--- src/rtl/santim_wdt.sv ---
// Sanity-pulse generator with an optional watchdog: a manual request or a missed
// kick produces a fixed-length pulse, and watchdog expiries are latched in a sticky flag.
module santim_wdt #(
   parameter int PRESC     = 1,
   parameter int PULSE_LEN = 10,
   parameter int CNT_W     = 8
) (
   input  logic             clock_i,
   input  logic             reset_i,
   input  logic             ena_i,
   input  logic             gen_i,
   input  logic             mode_i,
   input  logic             kick_i,
   input  logic [CNT_W-1:0] tout_i,
   input  logic             clr_i,
   output logic             out_o,
   output logic             busy_o,
   output logic             expired_o
);

   localparam int PW = (PRESC > 1) ? $clog2(PRESC) : 1;
   localparam int LW = $clog2(PULSE_LEN + 1);

   typedef enum logic [1:0] {IDLE, ARMED, PULSE, HOLD} state_t;

   state_t           r_state;
   logic [PW-1:0]    r_presc;
   logic [LW-1:0]    r_pcnt;
   logic [CNT_W-1:0] r_tcnt;

   logic             w_tick;
   logic             w_pulseDone;
   logic [CNT_W-1:0] w_tload;

   assign w_tick      = (r_presc == PW'(PRESC - 1));
   assign w_pulseDone = w_tick && (r_pcnt == LW'(PULSE_LEN - 1));
   assign w_tload     = (tout_i == '0) ? CNT_W'(1) : tout_i;

   // Prescaler restarts on every pulse entry and timeout reload, so pulse length and
   // timeout are exact multiples of PRESC measured from that edge.
   always_ff @(posedge clock_i or posedge reset_i) begin
      if (reset_i) begin
         r_state   <= IDLE;
         r_presc   <= '0;
         r_pcnt    <= '0;
         r_tcnt    <= '0;
         out_o     <= 1'b0;
         busy_o    <= 1'b0;
         expired_o <= 1'b0;
      end else begin
         r_presc <= w_tick ? '0 : r_presc + 1'b1;
         if (clr_i) expired_o <= 1'b0;

         if (!ena_i) begin
            r_state <= IDLE;
            r_presc <= '0;
            r_pcnt  <= '0;
            r_tcnt  <= '0;
            out_o   <= 1'b0;
            busy_o  <= 1'b0;
         end else begin
            case (r_state)
               IDLE: begin
                  if (gen_i) begin
                     r_state <= PULSE;
                     r_presc <= '0;
                     r_pcnt  <= '0;
                     out_o   <= 1'b1;
                     busy_o  <= 1'b1;
                  end else if (mode_i) begin
                     r_state <= ARMED;
                     r_tcnt  <= w_tload;
                     r_presc <= '0;
                  end
               end

               ARMED: begin
                  if (gen_i) begin
                     r_state <= PULSE;
                     r_presc <= '0;
                     r_pcnt  <= '0;
                     out_o   <= 1'b1;
                     busy_o  <= 1'b1;
                  end else if (!mode_i) begin
                     r_state <= IDLE;
                     r_tcnt  <= '0;
                  end else if (kick_i) begin
                     r_tcnt  <= w_tload;
                     r_presc <= '0;
                  end else if (w_tick) begin
                     if (r_tcnt <= CNT_W'(1)) begin
                        r_state   <= PULSE;
                        r_tcnt    <= '0;
                        r_presc   <= '0;
                        r_pcnt    <= '0;
                        out_o     <= 1'b1;
                        busy_o    <= 1'b1;
                        expired_o <= 1'b1;
                     end else begin
                        r_tcnt <= r_tcnt - 1'b1;
                     end
                  end
               end

               PULSE: begin
                  if (w_pulseDone) begin
                     out_o  <= 1'b0;
                     r_pcnt <= '0;
                     if (gen_i) begin
                        r_state <= HOLD;
                     end else if (mode_i) begin
                        r_state <= ARMED;
                        r_tcnt  <= w_tload;
                        r_presc <= '0;
                        busy_o  <= 1'b0;
                     end else begin
                        r_state <= IDLE;
                        busy_o  <= 1'b0;
                     end
                  end else if (w_tick) begin
                     r_pcnt <= r_pcnt + 1'b1;
                  end
               end

               HOLD: begin
                  if (!gen_i) begin
                     busy_o <= 1'b0;
                     if (mode_i) begin
                        r_state <= ARMED;
                        r_tcnt  <= w_tload;
                        r_presc <= '0;
                     end else begin
                        r_state <= IDLE;
                     end
                  end
               end

               default: begin
                  r_state <= IDLE;
                  out_o   <= 1'b0;
                  busy_o  <= 1'b0;
               end
            endcase
         end
      end
   end

endmodule

--- config.mk ---
export PLATFORM = sky130hd
export DESIGN_NAME = santim_wdt
export DESIGN_NICKNAME = d
export VERILOG_FILES = /design/src/rtl/santim_wdt.sv
export SDC_FILE = /design/constraint.sdc
export NUM_CORES = 1
export LEC_CHECK = 0
export ABC_CLOCK_PERIOD_IN_PS = 6440
export BUFFER_PORTS_ARGS = -buffer_cell sky130_fd_sc_hd__buf_2
export CORE_UTILIZATION = 48
export DETAILED_ROUTE_END_ITERATION = 16
export PLACE_DENSITY = 0.65
export RECOVER_POWER = 25
export SYNTH_ARGS = -nofsm -noshare
export SYNTH_HDL_FRONTEND = slang
export SYNTH_SLANG_ARGS = --single-unit
--- constraint.sdc ---
create_clock -name clock_i -period 6.44 [get_ports clock_i]
set_clock_uncertainty 0.1 [all_clocks]
set_input_delay 0.644 -clock clock_i [delete_from_list [all_inputs] [get_ports clock_i]]
set_output_delay 0.644 -clock clock_i [all_outputs]
set_load 0.05 [all_outputs]
======== Yosys cells after proc, flatten, opt, wreduce, memory -nomap -nowiden ========
Cells that the tools add are included.
cells by class
  add/sub/neg operators ................... 3
  $mul .................................... 0
  div/mod/pow operators ................... 0
  order comparisons ....................... 1
  equal/unequal tests ..................... 19
  shift-type cells ........................ 0
  multiplexer cells ....................... 67
  bitwise logic cells ..................... 1
  reduce and logical (&&, ||, !) cells .... 9
operators with widths
  kind                 number
  $mux 8               10
  $mux 4               9
  $mux 1               31
  $ne 4x4->1 const B   6
  $pmux 8 s3           1
  $mux 2               11
  $ne 5x5->1 const B   4
  $reduce_and 7->1     2
  $ne 3x3->1 const B   4
  $pmux 4 s3           1
  $reduce_and 6->1     2
  $le 8x1->1 const B   1
  $logic_not 8->1      1
  $pmux 1 s4           2
  $pmux 2 s4           1
  $sub 8x1->8 const B  1
  $add 4x1->4 const B  1
  $eq 2x2->1 const B   2
  $eq 4x4->1 const B   1
  $ne 4x1->1 const B   1
  $pmux 1 s3           1
  $reduce_and 3->1     1
  $eq 2x1->1 const B   1
  $logic_not 2->1      1
  other kinds (4)      4
word-level totals
  register bits after elaboration ......... 18
  bits in latches ......................... 0
  bits in writable memories ............... 0
  memory bits (read-only) ................. 0
  input port bits ......................... 15
  output and inout port bits .............. 3
  word-level logic and storage cells ...... 107
  memories ................................ 0

======== Logic depth before layout (Yosys ltp) ========
  word-level depth ........................ 9
  gate-level depth with buffers ........... 7
  gate-level depth less buffers ........... 6

======== Worst setup path after synthesis ========
OpenSTA, ideal clock, no wires.
  path type ............................... input to register
  from .................................... input port mode_i
  to ...................................... register r_pcnt[2]
  library setup time ...................... 126 ps
  arrival ................................. 1974 ps
  required time ........................... 6214 ps
  path slack .............................. 4240 ps
  cell stages on the path ................. 6
  path buffers ............................ 2
  cell sequence ........................... clkbuf_1 and4bb_2 or4b_1 buf_2 a2bb2oi_1 mux2i_1
on the way
  word-level cells in the longest chain between the ends .. 2
RTL lines
  what                        RTL line  RTL
  start, declared             12        input logic mode_i,
  $ne 4x4->1 (no line)        n/a
  $reduce_and 7->1 (no line)  n/a
  end signal, assigned        121       r_pcnt <= r_pcnt + 1'b1;
  end, declared               28        logic [LW-1:0] r_pcnt;
Every way passes these cells.
A chain may end at the register's enable or synchronous reset.

======== Final worst setup path ========
  from .................................... register r_tcnt[3]
  to ...................................... register r_pcnt[2]
on the way
  word-level cells in the longest chain between the ends .. 3
RTL lines
  what                        RTL line  RTL
  start, declared             29        logic [CNT_W-1:0] r_tcnt;
  start signal, assigned      72        r_tcnt <= w_tload;
  start signal, assigned      88        r_tcnt <= w_tload;
  start signal, assigned      100       r_tcnt <= r_tcnt - 1'b1;
  $le 8x1->1                  91        if (r_tcnt <= CNT_W'(1)) begin
  $ne 4x4->1 (no line)        n/a
  $reduce_and 7->1 (no line)  n/a
Every way passes these cells.

==> reports/qor.yml <==
route:
  drc: 0
  drtIter0Drc: 43
  via_count: 1068
  wl_per_cell_um: 16.3
  drt-vias-per-instance: 6.32
  routed_wl_um: 2750
  drt_pass1_iterations: 4
  ant_nets: 0
sta:
  grt_setup_unrepaired: "false"
  hold_violations: 0
  finalSetupTns_ps: 0
  max_clock_freq_mhz: 444
  finalCritPeriodShare_pct: 34.9
  worst_pin_slew_ps: 690
  fin_crit_ps: 2250
  setup_viol: 0
  final-max-slew-violation-count: 0
  max_slew_margin_pct: 53.9
logic_synthesis:
  ys_seq_area_share_pct: 36.6
  synthArstFlopShare_pct: 100
  ys_types: 44
  synth_nets: 145
  syn_area_um2: 1160
  synth-edff-count: 0
  yosys_warnings: 0
  syn_area_per_cell_um2: 9.24
  synth_ff_type: "dfrtp_1"
  syn_inst: 126
  synth-seq-cells: 17
final_layout:
  fin_nets: 161
  layout_common_cells: "17 x dfrtp_1, 17 x buf_2, 10 x o21ai_0"
  drive_gt1_share_pct: 20.6
  area_growth_pct: 10.0
  post-route-util_pct: 56.8
  diodes: 0
clock_tree:
  clock_path_buffers: 2
  cts_tree: "done"
  ctsResizeCount: 0
  clkSinkCount: 17
  clock_latency_ps: 290
  cts_setup_buffers: 0
  clockRootBuffer: "clkbuf_4"
  numCtsBuffers: 3
  cts.htree.levels: 1
  cts_hold_buf: 0
  clkTransAtPathRegs_ps: 90
floorplanning:
  rows: 17
  start_util_pct: 51.6
  io_pins: 18
  die_w_um: 51.2
  die_y_um: 51.2
  dieArea_um2: 2630
  core_area_um2: 2250
placed_design:
  place_congestion: 0.909
  portBuffers: 17
  hpwl_um: 2020
power_and_ir_drop:
  power_leakage_nw: 0.542
  ir_drop_mv: 0.151
  powerDensity_nw_per_um2: 186
  p_total_mw: 0.239
global_routing:
  grt_pass1_wl_um: 4490
  grt_max_degree: 18
  grt_pass1_vias: 1000
  antenna_found_initial: 0
  grt_usage_pct: 23.2
  grt_overflow: 0
critical_path:
  cp_slowest_cell: "or4b_1"
  cp-start-kind: "flip-flop"
  rr_startpoint: "r_tcnt[3]"
  critPathLaunch: "r_tcnt[3]"
  arrival_ps: 2330
  critPathMaxStageDelay_ps: 660
  critPathMaxFanout: 9
  required_ps: 6520
  crit_type: "flip-flop to flip-flop"
  worstSetupEndpointType: "flip-flop"
  path_cells: "or4_4 > or4b_1 > a2bb2oi_1 > mux2i_1"
run_status:
  status: "finished, final reports clean"
worst_hold_path:
  hp-class: "primary input to asynchronous set/reset pin"
run:
  maxCapViolations: 0
## sequential cells by signal, summed over array words and instances (netlist names)
name / flops
r_pcnt: 4
expired_o: 1
out_o: 1
r_state: 2
r_tcnt: 8
busy_o: 1
## kinds of logic (layout without fill, tap and decap cells)
family	count (synthesis)	after routing	share of synthesized area, %
XOR/XNOR	2	2	1.51
multiplexers	1	1	0.860
adder cells (fa/ha/maj)	4	4	4.30
AO/OA/AOI/OAI	42	42	28.4
flip-flops	17	17	36.6
AND/OR/NAND/NOR	45	45	22.8
buffers and inverters	15	30	5.59
## power by group
| part | switching [mW] | internal (mW) |
|---|---|---|
| clock | 0.0331 | 0.0231 |
| sequential | 0.00833 | 0.112 |
| combinational | 0.0372 | 0.0243 |
## synthesized netlist by cell type, types with 2 or more instances
library cell | count | area (µm²)
inv_1 | 9 | 33.8
o211ai_1 | 4 | 30.0
clkbuf_1 | 4 | 15.0
and2_1 | 2 | 12.5
or2_2 | 2 | 12.5
dfrtp_1 | 17 | 425
nor4_1 | 4 | 25.0
xnor2_1 | 2 | 17.5
nand3_1 | 8 | 40.0
or3_1 | 2 | 12.5
nor2b_1 | 2 | 12.5
o221ai_1 | 4 | 35.0
ha_1 | 4 | 50.1
nand2b_1 | 5 | 31.3
nand4_1 | 2 | 12.5
o22ai_1 | 3 | 18.8
nor3_1 | 5 | 25.0
nor2_1 | 6 | 22.5
nand2_1 | 2 | 7.51
a311oi_1 | 3 | 26.3
o21ai_0 | 10 | 50.1
a2bb2oi_1 | 2 | 17.5
a22o_1 | 3 | 26.3
## routing by layer
metal,vias to the layer above,GRT usage [%],part of all wire [%]
met5,-,0,0
met2,28,34.9,44
met1,514,33.0,51
met3,2,6.55,5.0
met4,0,4.95,0.44
li1,524,-,-
## cell type report
type | count | area [µm²]
fillers | 223 | 975
multi-input cells | 94 | 673
flip-flops and latches | 17 | 425
repair buffers | 17 | 85.1
well taps | 28 | 35.0
inverters | 9 | 33.8
clock buffers | 3 | 22.5
clock inverters | 1 | 5.00
## worst max-delay path: cells and delay by family (launching register included)
kind            cells  cell delay [ps]
flops               1              470
compound gates      1              210
simple gates        2             1260
mux                 1               90
## path summary, 6_finish.rpt
check | endpoint | slack (ps) | cells after the start
worst min register to register | r_pcnt[2] | 410 | 1
worst max register to register | r_pcnt[2] | 4190 | 4
worst min-delay path | r_tcnt[2] | 340 | 2
max in group asynchronous | r_pcnt[1] | 5460 | 2
worst max-delay path | r_pcnt[2] | 4190 | 4
min in group clock_i | r_pcnt[2] | 410 | 1
## metrics by stage
stage | worst slack [ps] | hold slack (ps) | cells | instance area, µm²
2_1_floorplan | 4240 | 365 | 126 | 1160
3_3_place_gp | 4270 | 390 | 165 | 1250
3_5_place_dp | 4210 | 392 | 165 | 1250
4_1_cts | 4200 | 350 | 169 | 1280
5_1_grt | 4100 | 381 | 169 | 1280
6_report | 4190 | 339 | 169 | 1280
(Power assumes the default switching activity.)
